## config.mk

```make
export PLATFORM = sky130hd
export DESIGN_NAME = ps2_host_tx
export DESIGN_NICKNAME = d
export VERILOG_FILES = /design/src/rtl/ps2_host_tx.sv
export SDC_FILE = /design/constraint.sdc
export NUM_CORES = 1
export LEC_CHECK = 0
export BUFFER_PORTS_ARGS = -buffer_cell sky130_fd_sc_hd__buf_2
export CAP_MARGIN = 40
export CORE_ASPECT_RATIO = 1.1
export CORE_UTILIZATION = 55
export CTS_CLUSTER_DIAMETER = 120
export DETAILED_ROUTE_END_ITERATION = 10
export PLACE_DENSITY = 0.71
export SLEW_MARGIN = 20
export SYNTH_ARGS = -nofsm -noshare
export SYNTH_HDL_FRONTEND = slang
export SYNTH_SLANG_ARGS = --single-unit
```

## constraint.sdc

```tcl
create_clock -name clk -period 3.7 [get_ports clk]
set_input_delay 0.37 -clock clk [delete_from_list [all_inputs] [get_ports clk]]
set_output_delay 0.37 -clock clk [all_outputs]
set_load 0.03 [all_outputs]
```

## src/rtl/ps2_host_tx.sv

```systemverilog
// Host-to-device PS/2 transmitter: inhibit, request-to-send, device-clocked frame, ACK check.
// Optional macro PS2_TX_GLITCH_FILTER_EN adds an 8-sample debounce on the synchronized PS2Clk.
module ps2_host_tx #(
  parameter int unsigned INHIBIT_CYCLES = 12000,
  parameter int unsigned START_TIMEOUT  = 1500000,
  parameter int unsigned BIT_TIMEOUT    = 200000
) (
  input  logic       clk,
  input  logic       rst,
  input  logic       tx_valid,
  input  logic [7:0] tx_data,
  output logic       tx_ready,
  input  logic       ps2_clk_in,
  input  logic       ps2_data_in,
  output logic       ps2_clk_drive_low,
  output logic       ps2_data_drive_low,
  output logic       tx_active,
  output logic       done,
  output logic       ack_ok,
  output logic       err_timeout
);
  localparam int unsigned MAX_A   = (INHIBIT_CYCLES > START_TIMEOUT) ? INHIBIT_CYCLES : START_TIMEOUT;
  localparam int unsigned CNT_MAX = (MAX_A > BIT_TIMEOUT) ? MAX_A : BIT_TIMEOUT;
  localparam int unsigned CNT_W   = $clog2(CNT_MAX + 1);
  localparam int unsigned FRAME_W = 11;
  localparam int unsigned IDX_W   = 4;

  typedef enum logic [2:0] {
    S_IDLE, S_INHIBIT, S_REQ, S_SEND, S_ACK, S_WAIT_IDLE, S_DONE
  } state_t;

  state_t             state, state_nxt;
  logic [CNT_W-1:0]   cnt, cnt_nxt, limit;
  logic [FRAME_W-1:0] sh, sh_nxt;
  logic [IDX_W-1:0]   bit_idx, bit_idx_nxt;
  logic               ack_reg, ack_reg_nxt, abort;
  logic               clk_s1, data_s1, sync_clk, sync_data, prev_clk, fall;
  logic               tx_ready_nxt, clk_dl_nxt, data_dl_nxt, active_nxt;
  logic               done_nxt, ack_ok_nxt, err_nxt;

  // Input synchronizers; idle-high reset so no spurious fall after reset
  always_ff @(posedge clk) begin
    if (rst) begin
      clk_s1    <= 1'b1;
      data_s1   <= 1'b1;
      sync_data <= 1'b1;
      prev_clk  <= 1'b1;
    end else begin
      clk_s1    <= ps2_clk_in;
      data_s1   <= ps2_data_in;
      sync_data <= data_s1;
      prev_clk  <= sync_clk;
    end
  end

`ifdef PS2_TX_GLITCH_FILTER_EN
  logic       clk_s2;
  logic [2:0] flt_cnt;

  // sync_clk follows clk_s2 only after 8 consecutive differing samples
  always_ff @(posedge clk) begin
    if (rst) begin
      clk_s2   <= 1'b1;
      flt_cnt  <= 3'd0;
      sync_clk <= 1'b1;
    end else begin
      clk_s2 <= clk_s1;
      if (clk_s2 == sync_clk) begin
        flt_cnt <= 3'd0;
      end else if (flt_cnt == 3'd7) begin
        sync_clk <= clk_s2;
        flt_cnt  <= 3'd0;
      end else begin
        flt_cnt <= flt_cnt + 3'd1;
      end
    end
  end
`else
  always_ff @(posedge clk) begin
    if (rst) sync_clk <= 1'b1;
    else     sync_clk <= clk_s1;
  end
`endif

  assign fall = prev_clk & ~sync_clk;

  always_ff @(posedge clk) begin
    if (rst) state <= S_IDLE;
    else     state <= state_nxt;
  end

  // Next state and datapath; a fall always beats a coincident timeout
  always_comb begin
    state_nxt   = state;
    cnt_nxt     = cnt + CNT_W'(1);
    sh_nxt      = sh;
    bit_idx_nxt = bit_idx;
    ack_reg_nxt = ack_reg;
    abort       = 1'b0;
    limit       = (bit_idx == IDX_W'(0)) ? CNT_W'(START_TIMEOUT - 1) : CNT_W'(BIT_TIMEOUT - 1);
    unique case (state)
      S_IDLE: begin
        cnt_nxt = '0;
        if (tx_valid) begin
          sh_nxt      = {1'b1, ~^tx_data, tx_data, 1'b0};
          bit_idx_nxt = '0;
          ack_reg_nxt = 1'b0;
          state_nxt   = S_INHIBIT;
        end
      end
      S_INHIBIT: if (cnt == CNT_W'(INHIBIT_CYCLES - 1)) state_nxt = S_REQ;
      S_REQ: begin
        cnt_nxt   = '0;
        state_nxt = S_SEND;
      end
      S_SEND: begin
        if (fall) begin
          cnt_nxt     = '0;
          sh_nxt      = {1'b1, sh[FRAME_W-1:1]};
          bit_idx_nxt = bit_idx + IDX_W'(1);
          if (bit_idx == IDX_W'(9)) state_nxt = S_ACK;
        end else if (cnt == limit) begin
          abort = 1'b1;
        end
      end
      S_ACK: begin
        if (fall) begin
          cnt_nxt     = '0;
          ack_reg_nxt = ~sync_data;
          state_nxt   = S_WAIT_IDLE;
        end else if (cnt == limit) begin
          abort = 1'b1;
        end
      end
      S_WAIT_IDLE: begin
        if (sync_clk & sync_data) state_nxt = S_DONE;
        else if (fall)            cnt_nxt = '0;
        else if (cnt == limit)    abort = 1'b1;
      end
      S_DONE:  state_nxt = S_IDLE;
      default: state_nxt = S_IDLE;
    endcase
    if (abort) state_nxt = S_IDLE;
  end

  // Output decode from the upcoming state so every output is a flop
  always_comb begin
    tx_ready_nxt = 1'b0;
    clk_dl_nxt   = 1'b0;
    data_dl_nxt  = 1'b0;
    active_nxt   = 1'b1;
    done_nxt     = 1'b0;
    ack_ok_nxt   = 1'b0;
    err_nxt      = abort;
    unique case (state_nxt)
      S_IDLE: begin
        tx_ready_nxt = 1'b1;
        active_nxt   = 1'b0;
      end
      S_INHIBIT: clk_dl_nxt = 1'b1;
      S_REQ: begin
        clk_dl_nxt  = 1'b1;
        data_dl_nxt = 1'b1;
      end
      S_SEND: data_dl_nxt = ~sh_nxt[0];
      S_DONE: begin
        done_nxt   = 1'b1;
        ack_ok_nxt = ack_reg_nxt;
      end
      default: ;
    endcase
  end

  always_ff @(posedge clk) begin
    if (rst) begin
      cnt                <= '0;
      sh                 <= '0;
      bit_idx            <= '0;
      ack_reg            <= 1'b0;
      tx_ready           <= 1'b1;
      ps2_clk_drive_low  <= 1'b0;
      ps2_data_drive_low <= 1'b0;
      tx_active          <= 1'b0;
      done               <= 1'b0;
      ack_ok             <= 1'b0;
      err_timeout        <= 1'b0;
    end else begin
      cnt                <= cnt_nxt;
      sh                 <= sh_nxt;
      bit_idx            <= bit_idx_nxt;
      ack_reg            <= ack_reg_nxt;
      tx_ready           <= tx_ready_nxt;
      ps2_clk_drive_low  <= clk_dl_nxt;
      ps2_data_drive_low <= data_dl_nxt;
      tx_active          <= active_nxt;
      done               <= done_nxt;
      ack_ok             <= ack_ok_nxt;
      err_timeout        <= err_nxt;
    end
  end

endmodule

```

After elaboration in Yosys (flattened, before gate mapping)
Cells that the tools add are included.
{ "op_classes": {"add_sub_neg": 2, "multipliers": 0, "n_div": 0, "n_lt_le_gt_ge": 0, "n_eq_ne": 14, "n_shift": 0, "muxes": 30, "n_bitwise": 6, "reduce_logical": 10} }
{ "ops": {"columns": ["cell", "n"], "rows": [
  ["2-to-1 mux 21 bit", 3],
  ["case mux 21 bit (3 select lines)", 1],
  ["2-to-1 mux 11 bit", 2],
  ["case mux 11 bit (2 select lines)", 1],
  ["adder 21 x 1 -> 21 bit (second input constant)", 1],
  ["equality test 21 x 14 -> 1 bit (second input constant)", 1],
  ["equality test 21 bit", 1],
  ["2-to-1 mux 3 bit", 7],
  ["case mux 3 bit (6 select lines)", 1],
  ["equality test 3 x 2 -> 1 bit (second input constant)", 4],
  ["equality test 3 bit (second input constant)", 3],
  ["2-to-1 mux 1 bit", 9],
  ["2-to-1 mux 4 bit", 2],
  ["case mux 4 bit (2 select lines)", 1],
  ["OR reduction 2 bit", 4],
  ["XNOR reduction 8 bit", 1],
  ["equality test 3 x 1 -> 1 bit (second input constant)", 2],
  ["zero test 3 bit", 2],
  ["case mux 1 bit (2 select lines)", 3],
  ["adder 4 x 1 -> 4 bit (second input constant)", 1],
  ["equality test 4 bit (second input constant)", 1],
  ["zero test 4 bit", 1],
  ["inequality test 2 bit (second input constant)", 2],
  ["NOT 1 bit", 4],
  ["other kinds (3)", 4]
]} }
{ "word_totals": {"register_bits": 52, "latch_bits": 0, "ramBits": 0, "rom_bits": 0, "inputBits": 13, "output_inout_bits": 7, "wordCells": 80, "n_memories": 0} }

Logic depth before layout (Yosys ltp)
Gate-level depths: netlist of the first run.
{ "logic_depth": {"depth_word": 11, "depth_mapped": 8, "depth_no_buf": 7} }

Least setup slack after synthesis of the first run
Ideal clock, no wire load.
{ "synth_path": {"kind": "register to register", "start": "reg cnt[16]", "end": "reg ps2_data_drive_low", "setup_time_ns": 0.100, "arrival_ns": 1.698, "required_ns": 3.600, "setup_slack_ns": 1.902, "path_stages_with_launch": 6, "path_buffers": 0, "period_less_slack_ns": 1.798, "cell_sequence": "dfxtp_1 > and4bb_1 > or4b_4 > nor3_4 > o21bai_1 > a2111oi_4"} }
{ "synth_between": {"elab_chain_len": 8, "elab_cells_between_ends": 12, "classes_between": "4 x eq/ne; 8 x mux"} }
{ "synth_rtl": {"columns": ["item", "line_no", "rtl"], "rows": [
  ["start: declaration", "33", "logic [CNT_W-1:0] cnt, cnt_nxt, limit;"],
  ["start signal: assignment", "188", "cnt <= cnt_nxt;"],
  ["equality test 21 bit", "122, 131, 138", null],
  ["2-to-1 mux 1 bit", "122, 131, 138", null],
  ["2-to-1 mux 1 bit", "127", "if (fall) begin"],
  ["2-to-1 mux 1 bit", "136", "if (sync_clk & sync_data) state_nxt = S_DONE;"],
  ["case mux 1 bit (2 select lines)", "101", "unique case (state)"],
  ["2-to-1 mux 3 bit *", "143", "if (abort) state_nxt = S_IDLE;"],
  ["equality test 3 x 2 -> 1 bit", "155", "unique case (state_nxt)"],
  ["case mux 1 bit (2 select lines) *", "155", null],
  ["end signal: assignment", "194", "ps2_data_drive_low <= data_dl_nxt;"],
  ["end: declaration", "16", "output logic ps2_data_drive_low,"]
]} }
Every way passes the cells marked *; elsewhere a longest branch is shown, timed or not.
A chain may end at the register's enable or synchronous reset.

Final worst setup path of the first run
{ "layout_path": {"start": "reg state[0]", "end": "reg ps2_data_drive_low"} }
{ "layout_between": {"elab_chain_len": 6, "elab_cells_between_ends": 21, "classes_between": "7 x eq/ne; 11 x mux; 1 x bitwise; 2 x reduce/logical"} }
{ "layout_rtl": {"columns": ["item", "line_no", "rtl"], "rows": [
  ["start: declaration", "32", "state_t state, state_nxt;"],
  ["start signal: assignment", "89", "else state <= state_nxt;"],
  ["equality test 3 bit, or another cell as far along", "101", null],
  ["OR reduction 2 bit (no source line) / 2-to-1 mux 3 bit (equally long branches)", null, null],
  ["case mux 1 bit (2 select lines) / case mux 3 bit (6 select lines) (equally long branches)", "101", null],
  ["2-to-1 mux 3 bit", "143", null],
  ["equality test 3 x 2 -> 1 bit", "155", null],
  ["case mux 1 bit (2 select lines) *", "155", null]
]} }
Marked as above.

==> flow_summary.json, run 1 <==
{
  "status": "finished clean",
  "top_regs": "cnt: 21 flops, sh: 11 flops, bit_idx: 4 flops",
  "antenna_cells": 0,
  "synthXorXnorAreaFrac_pct": 9.66,
  "slew_headroom_pct": 57.3,
  "layout.area.seq_um2": 1040,
  "fillCellCount": 361,
  "hp-class": "in -> reg",
  "grt.total_usage_pct": 20.9,
  "overflow": 0,
  "vias": 1818,
  "ys_top_cells_by_area": "dfxtp_1 (44%), nor2_1 (4.9%), xnor2_1 (4.8%), xor2_1 (4.8%), nand2_1 (3.5%)",
  "die-area_um2": 4550,
  "h-tree-depth": 2,
  "cts_sinks": 52,
  "worstSkewPairLatency_ps": 300,
  "setup_viol": 0,
  "synth_top_area_share_pct": 44.2,
  "dp.cells": 321,
  "fmax_mhz": 463,
  "hold_viol": 0,
  "yosysSeqAreaShare_pct": 44.2,
  "final_util_pct": 63.9,
  "ctsResizeCount": 0,
  "cap_violations": 0,
  "synth_top_family_by_area": "simple AND/OR/NAND/NOR gates",
  "post-dp-hpwl_um": 2950,
  "post_cts_buffers": 0,
  "coreArea_um2": 4020,
  "ys.warnings.count": 0,
  "ant_nets": 0,
  "layoutNonFillerInstCount": 329,
  "rsz0062_at_grt": "false",
  "nets": 293,
  "p_leak_uw": 0.000931,
  "clockPowerShare_pct": 32.8,
  "yosysUniqueCellTypes": 49,
  "portBuffers": 19,
  "synthMuxAreaShare_pct": 0.902,
  "grt_max_degree": 26,
  "required_ps": 3900,
  "power.switching_uw": 224,
  "swShare_pct": 22.7,
  "arrival_ps": 2360,
  "synth_enable_flop_cells": 0,
  "synth_fa_ha_area_share_pct": 2.12,
  "ys.flop_type": "dfxtp_1",
  "area_growth_pct": 9.08,
  "ioPinCount": 20,
  "wl_um": 4190,
  "first_pass_iters": 4,
  "wire_per_inst_um": 12.7,
  "comb_power_share_pct": 8.0,
  "drive_gt1_share_pct": 14.4,
  "synth_area_um2": 2360,
  "p_int_uw": 760,
  "netlist_instances": 260,
  "ir_drop_uv": 303,
  "die-height_um": 70.7,
  "cts_buffer_depth": 2,
  "min_from": "ps2_data_in",
  "worst_slew_pin_slew_ps": 639,
  "synth_compound_area_share_pct": 13.2,
  "drtIter0Drc": 87,
  "rr_startpoint": "state[0]$_SDFF_PP0_",
  "ff2ff_setup_slack_ps": 1540,
  "top_register": "cnt",
  "cp-end-kind": "register",
  "drv_slew": 0,
  "start_util_pct": 58.6,
  "die_x_um": 64.4,
  "clk_pin_slew_ps": 90,
  "synth_top_cell_by_area": "dfxtp_1",
  "row_count": 24,
  "yosys.area_share.simple_pct": 27.0,
  "path_delay_family": "simple AND/OR/NAND/NOR gates",
  "path_buf_inv": 0,
  "critPathLaunch": "state[0]$_SDFF_PP0_",
  "crit_path_top_delay_cell": "and3_1",
  "antenna_found_initial": 0,
  "min_period_ps": 2160,
  "crit_chain": "nor2b_1 > and3_1 > o21ai_0 > a2111oi_4",
  "numCtsBuffers": 5,
  "setup.worst_path.class": "reg -> reg",
  "cp_slowest_stage_delay_ps": 610,
  "drc": 0,
  "root_buffer": "clkbuf_8",
  "gp_congestion": 0.856,
  "power_density_nw_per_um2": 383,
  "multi_input_area_um2": 1250,
  "synth.net_count": 277,
  "period_share_pct": 58.4,
  "clock-skew-final_ps": 11.7,
  "syn_avg_cell_area_um2": 9.07,
  "ys_seq_elements": 52,
  "crit_path_max_fanout": 19,
  "cts_tree": "built",
  "grt_pass1_wl_um": 7520,
  "seqPwrFrac_pct": 59.2,
  "crit_path_start_kind": "register",
  "largest_reg_flops": 21,
  "grt_pass1_vias": 1760,
  "ys_async_sr_fraction_pct": 0,
  "vias_per_cell": 5.53,
  "hold_buffers": 0,
  "setup_tns_ps": 0
}
==> cells in the final DEF (no fill, tap or decap), types with 4 or more instances in the layout <==
master	n
inv_1	5
nand4_1	7
a21oi_1	16
nand2_1	22
xnor2_1	13
nor2b_1	6
a22oi_1	10
dfxtp_1	52
xor2_1	13
and3_1	5
nor3_1	7
ha_1	4
nand3_1	11
nor2_1	31
or2_1	4
buf_2	19
clkbuf_8	6
==> metal layers <==
metal | track usage, % | vias to the layer above | wire length (um) | share of wire, %
li1 | - | 934 | - | -
met1 | 27.3 | 844 | 2050 | 49
met2 | 33.6 | 34 | 1920 | 46
met3 | 4.84 | 6 | 159 | 3.8
met4 | 7.90 | 0 | 60 | 1.4
met5 | 0 | - | 0 | 0
==> logic make-up (layout without fill, tap and decap cells) <==
| kind of cell | count (synthesis) | in the layout |
|---|---|---|
| AND/OR/NAND/NOR | 116 | 116 |
| flip-flops | 52 | 52 |
| AO/OA/AOI/OAI | 43 | 43 |
| XOR/XNOR | 26 | 26 |
| buffers and inverters | 17 | 34 |
| adder cells (fa/ha/maj) | 4 | 4 |
| multiplexers | 2 | 2 |
==> cell type report <==
cell class | count | share of cell area [%]
sequential | 52 | 40.5
clock buffer | 8 | 3.50
inverter | 5 | 0.730
tap | 52 | 2.53
timing repair buffer | 21 | 4.28
multi-input combinational | 191 | 48.5
==> synthesized netlist by cell type (4+ instances only) <==
master    count
a21oi_1      16
nand4_1       7
nor3_1        7
nor2b_1       6
nand3_1      11
a22oi_1      10
or2_1         4
nand2_1      22
ha_1          4
and3_1        5
clkbuf_1      7
inv_1         5
buf_2         5
nor2_1       31
xnor2_1      13
dfxtp_1      52
xor2_1       13
==> power groups by stage <==
stage               clock network (uW)  registers [uW]  logic [uW]
CTS                                331             583        80.0
finish                             322             583        79.2
detailed placement                   0             596        80.1
global route                       356             585        88.2
global placement                     0             596        79.1
floorplan                            0             598        54.3
==> through the flow <==
stage / hold WS, ps / power [uW] / worst slack (ps) / cell area [um^2]
2_1_floorplan: 383 / 652 / 1900 / 2360
3_3_place_gp: 388 / 675 / 1660 / 2480
3_5_place_dp: 393 / 676 / 1590 / 2480
4_1_cts: 242 / 994 / 1560 / 2570
5_1_grt: 240 / 1030 / 1350 / 2570
6_report: 250 / 984 / 1540 / 2570
==> path summary, 6_finish.rpt <==
path | endpoint | depth (start not counted)
max | ps2_data_drive_low$_SDFF_PP0_ | 4
min | data_s1$_SDFF_PP1_ | 2
max reg2reg | ps2_data_drive_low$_SDFF_PP0_ | 4
min reg2reg | sync_data$_SDFF_PP1_ | 1
No activity file was read; power rests on OpenSTA's default activity.
==> run 2, diff against run 1 <==
==> constraint.sdc (replaced) <==
create_clock -name clk -period 2 [get_ports clk]
set_input_delay 0.2 -clock clk [delete_from_list [all_inputs] [get_ports clk]]
set_output_delay 0.2 -clock clk [all_outputs]
set_load 0.03 [all_outputs]
==> flow_summary.json, run 2 (synthesis results as in run 1) <==
{
  "first_pass_iters": 4,
  "wl_um": 4540,
  "final_cell_mix": "dfxtp_1 (47), nor2_1 (31), nand2_1 (22)",
  "die_x_um": 64.4,
  "cp-end-kind": "register",
  "clk_pin_slew_ps": 90,
  "fillCellCount": 344,
  "post-dp-hpwl_um": 3060,
  "hold_viol": 0,
  "min_from": "ps2_data_in",
  "drc": 0,
  "portBuffers": 19,
  "numCtsBuffers": 5,
  "row_count": 24,
  "rr_startpoint": "cnt[16]$_SDFF_PP0_",
  "slew_headroom_pct": 55.7,
  "hold_buffers": 0,
  "required_ps": 2210,
  "ir_drop_uv": 360,
  "worstSkewPairLatency_ps": 300,
  "post_cts_buffers": 0,
  "fmax_mhz": 523,
  "grt_pass1_wl_um": 7520,
  "area_growth_pct": 14.8,
  "coreArea_um2": 4020,
  "ant_nets": 0,
  "drv_slew": 0,
  "setup_tns_ps": 0,
  "grt.total_usage_pct": 21.1,
  "vias": 1883,
  "ioPinCount": 20,
  "drtIter0Drc": 126,
  "gp_congestion": 0.843,
  "top_register": "cnt",
  "grt_max_degree": 26,
  "worst_slew_pin_slew_ps": 662,
  "min_period_ps": 1910,
  "layout_commonest_cell": "dfxtp_1",
  "cts_tree": "built",
  "place_area_um2": 2560,
  "clock-skew-final_ps": 3.41,
  "cts_sinks": 52,
  "grt_pass1_vias": 1693,
  "arrival_ps": 2120,
  "largest_reg_flops": 21,
  "path_buf_inv": 0,
  "power_density_nw_per_um2": 680,
  "hp-class": "in -> reg",
  "crit_chain": "and4bb_1 > or4b_4 > nor3_4 > o21bai_4 > a2111oi_4",
  "top_regs": "cnt: 21 flops, sh: 11 flops, bit_idx: 4 flops",
  "antenna_found_initial": 0,
  "start_util_pct": 58.6,
  "setup.worst_path.class": "reg -> reg",
  "cp_slowest_stage_delay_ps": 480,
  "crit_path_start_kind": "register",
  "setup_ws_ps": 86.9,
  "cap_violations": 0,
  "crit_path_max_fanout": 3,
  "critPathLaunch": "cnt[16]$_SDFF_PP0_",
  "crit_path_top_delay_cell": "or4b_4",
  "die-area_um2": 4550,
  "h-tree-depth": 2,
  "overflow": 0,
  "path_delay_family": "simple AND/OR/NAND/NOR gates",
  "vias_per_cell": 5.55,
  "status": "finished clean",
  "fin_area_um2": 2710,
  "antenna_cells": 0,
  "cts_buffer_depth": 2,
  "period_share_pct": 95.7,
  "pre_cts_ws_ps": 79.1,
  "die-height_um": 70.7,
  "wire_per_inst_um": 13.4,
  "nets": 303,
  "rsz0062_at_grt": "false",
  "drive_gt1_share_pct": 20.9,
  "root_buffer": "clkbuf_8",
  "setup_viol": 0,
  "p_leak_uw": 0.00100
}
==> run 2: metrics by stage <==
step                total power [uW]  util [%]  cells  hold WS [ps]
floorplan                       1210         -    260           272
global placement                1250      63.5    331           375
detailed placement              1250      63.5    331           379
CTS                             1850      65.8    339          55.1
global route                    1920      67.3    339          59.8
finish                          1840      67.3    339          64.7
==> run 2: path summary, 6_finish.rpt <==
check / slack [ps] / to / cells after the start
max: 90 / ps2_data_drive_low$_SDFF_PP0_ / 5
min: 60 / data_s1$_SDFF_PP1_ / 2
max reg2reg: 90 / ps2_data_drive_low$_SDFF_PP0_ / 5
min reg2reg: 410 / sync_clk$_SDFF_PP1_ / 1
==> run 2: where the power goes <==
group,switching [uW],leakage (uW),internal [uW]
combinational,86.1,0.000526,69.9
clock,329,0.0000510,277
sequential,16.9,0.000426,1060
==> run 2: timing repair <==
action                                 in CTS  in global routing
setup endpoints to repair                   0                 10
endpoints found under the hold margin       0                  0
gates resized for setup                     0                 12
==> run 2: cell type report <==
class	instances	area, um^2	share of cell area (%)
timing repair buffer	31	185	6.84
clock buffer	6	82.6	3.05
clock inverter	2	10.0	0.370
multi-input combinational	191	1300	47.9
tap	52	65.1	2.40
sequential	52	1050	38.7
inverter	5	18.8	0.693
==> run 2: layer usage <==
| layer | GRT usage [%] | vias to the layer above | part of all wire (%) |
|---|---|---|---|
| li1 | - | 959 | - |
| met1 | 27.3 | 873 | 48 |
| met2 | 33.8 | 43 | 46 |
| met3 | 4.68 | 8 | 4.2 |
| met4 | 8.64 | 0 | 1.8 |
| met5 | 0 | - | 0 |
==> run 2: worst register-to-register path, stage by stage, from the launching register on <==
cell and delay (ps):
dfxtp_1 320, and4bb_1 290, or4b_4 480, nor3_4 260
o21bai_4 110, a2111oi_4 350
==> run 3, diff against run 2 <==
--- a/config.mk
+++ b/config.mk
@@ -5,7 +5,7 @@
 export SDC_FILE = /design/constraint.sdc
 export NUM_CORES = 1
 export LEC_CHECK = 0
-export BUFFER_PORTS_ARGS = -buffer_cell sky130_fd_sc_hd__buf_2
+export BUFFER_PORTS_ARGS = -buffer_cell sky130_fd_sc_hd__buf_4
 export CAP_MARGIN = 40
 export CORE_ASPECT_RATIO = 1.1
 export CORE_UTILIZATION = 55
==> constraint.sdc (replaced) <==
create_clock -name clk -period 2 [get_ports clk]
set_input_delay 0.6 -clock clk [delete_from_list [all_inputs] [get_ports clk]]
set_output_delay 0.6 -clock clk [all_outputs]
set_load 0.03 [all_outputs]
==> flow_summary.json, run 3 (synthesis results as in run 1) <==
{
  "status": "finished clean",
  "required_ps": 2210,
  "top_regs": "cnt: 21 flops, sh: 11 flops, bit_idx: 4 flops",
  "crit_chain": "and4bb_1 > or4b_4 > nor3_4 > o21bai_2 > a2111oi_4",
  "coreArea_um2": 4020,
  "rr_endpoint": "ps2_data_drive_low$_SDFF_PP0_",
  "fin_area_um2": 2750,
  "crit_path_top_delay_cell": "or4b_4",
  "start_util_pct": 58.6,
  "cap_violations": 0,
  "die_x_um": 64.4,
  "die-height_um": 70.7,
  "grt.total_usage_pct": 21.1,
  "antenna_found_initial": 0,
  "p_int_uw": 1420,
  "post_cts_buffers": 0,
  "clock-skew-final_ps": 8.17,
  "cts_tree": "built",
  "post-dp-hpwl_um": 3150,
  "drv_slew": 0,
  "place_area_um2": 2600,
  "clk_pin_slew_ps": 100,
  "arrival_ps": 2080,
  "swShare_pct": 24.2,
  "die-area_um2": 4550,
  "rsz0062_at_grt": "false",
  "overflow": 0,
  "fillCellCount": 347,
  "row_count": 24,
  "critPathLaunch": "cnt[16]$_SDFF_PP0_",
  "min_period_ps": 1870,
  "drc": 0,
  "hold_viol": 0,
  "final_cell_mix": "dfxtp_1 (50), nor2_1 (30), buf_4 (30)",
  "drive_gt1_share_pct": 20.3,
  "fmax_mhz": 534,
  "crit_path_start_kind": "register",
  "grt_max_degree": 26,
  "comb_power_share_pct": 8.5,
  "power.switching_uw": 452,
  "largest_reg_flops": 21,
  "power_density_nw_per_um2": 681,
  "p_leak_uw": 0.00100,
  "cp-end-kind": "register",
  "ff2ff_setup_slack_ps": 130,
  "h-tree-depth": 2,
  "wire_per_inst_um": 13.2,
  "setup_viol": 0,
  "crit_path_max_fanout": 3,
  "first_pass_iters": 4,
  "vias": 1838,
  "cts_sinks": 52,
  "ioPinCount": 20,
  "rr_startpoint": "cnt[16]$_SDFF_PP0_",
  "layout_commonest_cell": "dfxtp_1",
  "multi_input_area_um2": 1290,
  "vias_per_cell": 5.44,
  "layout.area.seq_um2": 1040,
  "nets": 302,
  "gp_congestion": 0.838,
  "endpoint": "ps2_data_drive_low$_SDFF_PP0_",
  "slew_headroom_pct": 67.6,
  "drtIter0Drc": 139,
  "setup_tns_ps": 0,
  "cp_slowest_stage_delay_ps": 480,
  "clockPowerShare_pct": 33.7,
  "ff2ff_path_depth": 5,
  "worst_slew_pin_slew_ps": 480,
  "grt_pass1_wl_um": 7560,
  "top_register": "cnt",
  "worstSkewPairLatency_ps": 310,
  "hp-class": "reg -> reg",
  "cts_buffer_depth": 2,
  "portBuffers": 19,
  "ant_nets": 0,
  "ir_drop_uv": 436,
  "seqPwrFrac_pct": 57.8,
  "grt_pass1_vias": 1702,
  "period_share_pct": 93.7,
  "wl_um": 4450,
  "area_growth_pct": 16.5,
  "numCtsBuffers": 5,
  "setup.worst_path.class": "reg -> reg",
  "root_buffer": "clkbuf_8",
  "antenna_cells": 0
}
==> run 3: critical path: cells and delay by family (launching register included) <==
| family | cells | cell delay (ps) |
|---|---|---|
| AO/OA/AOI/OAI | 2 | 470 |
| flip-flops | 1 | 320 |
| AND/OR/NAND/NOR | 3 | 1000 |
==> run 3: final cells by class <==
cell class,count,area share (%)
multi-input combinational,191,47.2
sequential,52,38.0
timing repair buffer,30,8.20
clock buffer,6,3.01
tap,52,2.37
inverter,5,0.684
clock inverter,2,0.547
==> run 3: routing by layer <==
layer	track usage [%]	vias to the layer above	wire length, um
li1	-	956	-
met1	27.7	845	2210
met2	33.5	33	2040
met3	5.97	4	161
met4	6.91	0	38
met5	0	-	0
==> run 3: metrics by stage <==
step | std cells | utilization [%] | total power, uW | worst slack [ps] | hold WS (ps)
2_1_floorplan | 260 | - | 1210 | 202 | 383
3_3_place_gp | 330 | 64.5 | 1260 | 136 | 385
3_5_place_dp | 330 | 64.5 | 1260 | 79.5 | 390
4_1_cts | 338 | 66.9 | 1880 | 49.3 | 413
5_1_grt | 338 | 68.2 | 1940 | 29.8 | 438
6_report | 338 | 68.2 | 1870 | 127 | 412
==> run 3: worst min path at each step <==
stage,to,from,depth (start not counted),slack (ps)
after floorplan,sync_clk$_SDFF_PP1_,clk_s1$_SDFF_PP1_,1,380
after global placement,sync_data$_SDFF_PP1_,data_s1$_SDFF_PP1_,1,380
after detailed placement,sync_data$_SDFF_PP1_,data_s1$_SDFF_PP1_,1,390
after CTS,sync_data$_SDFF_PP1_,data_s1$_SDFF_PP1_,1,410
after global routing,sync_data$_SDFF_PP1_,data_s1$_SDFF_PP1_,1,440
final,sync_data$_SDFF_PP1_,data_s1$_SDFF_PP1_,1,410
==> run 3: power by group through the flow <==
stage / Combinational (uW) / Sequential, uW / Clock [uW]
2_1_floorplan: 100 / 1110 / 0
6_report: 159 / 1080 / 630
5_1_grt: 176 / 1080 / 683
3_5_place_dp: 156 / 1100 / 0
4_1_cts: 156 / 1080 / 645
3_3_place_gp: 153 / 1100 / 0
==> run 3: repair_timing <==
item                                    4_1_cts  5_1_grt
hold buffers                                  0        0
endpoints found under the setup margin        0       19
resized for setup                             0       10
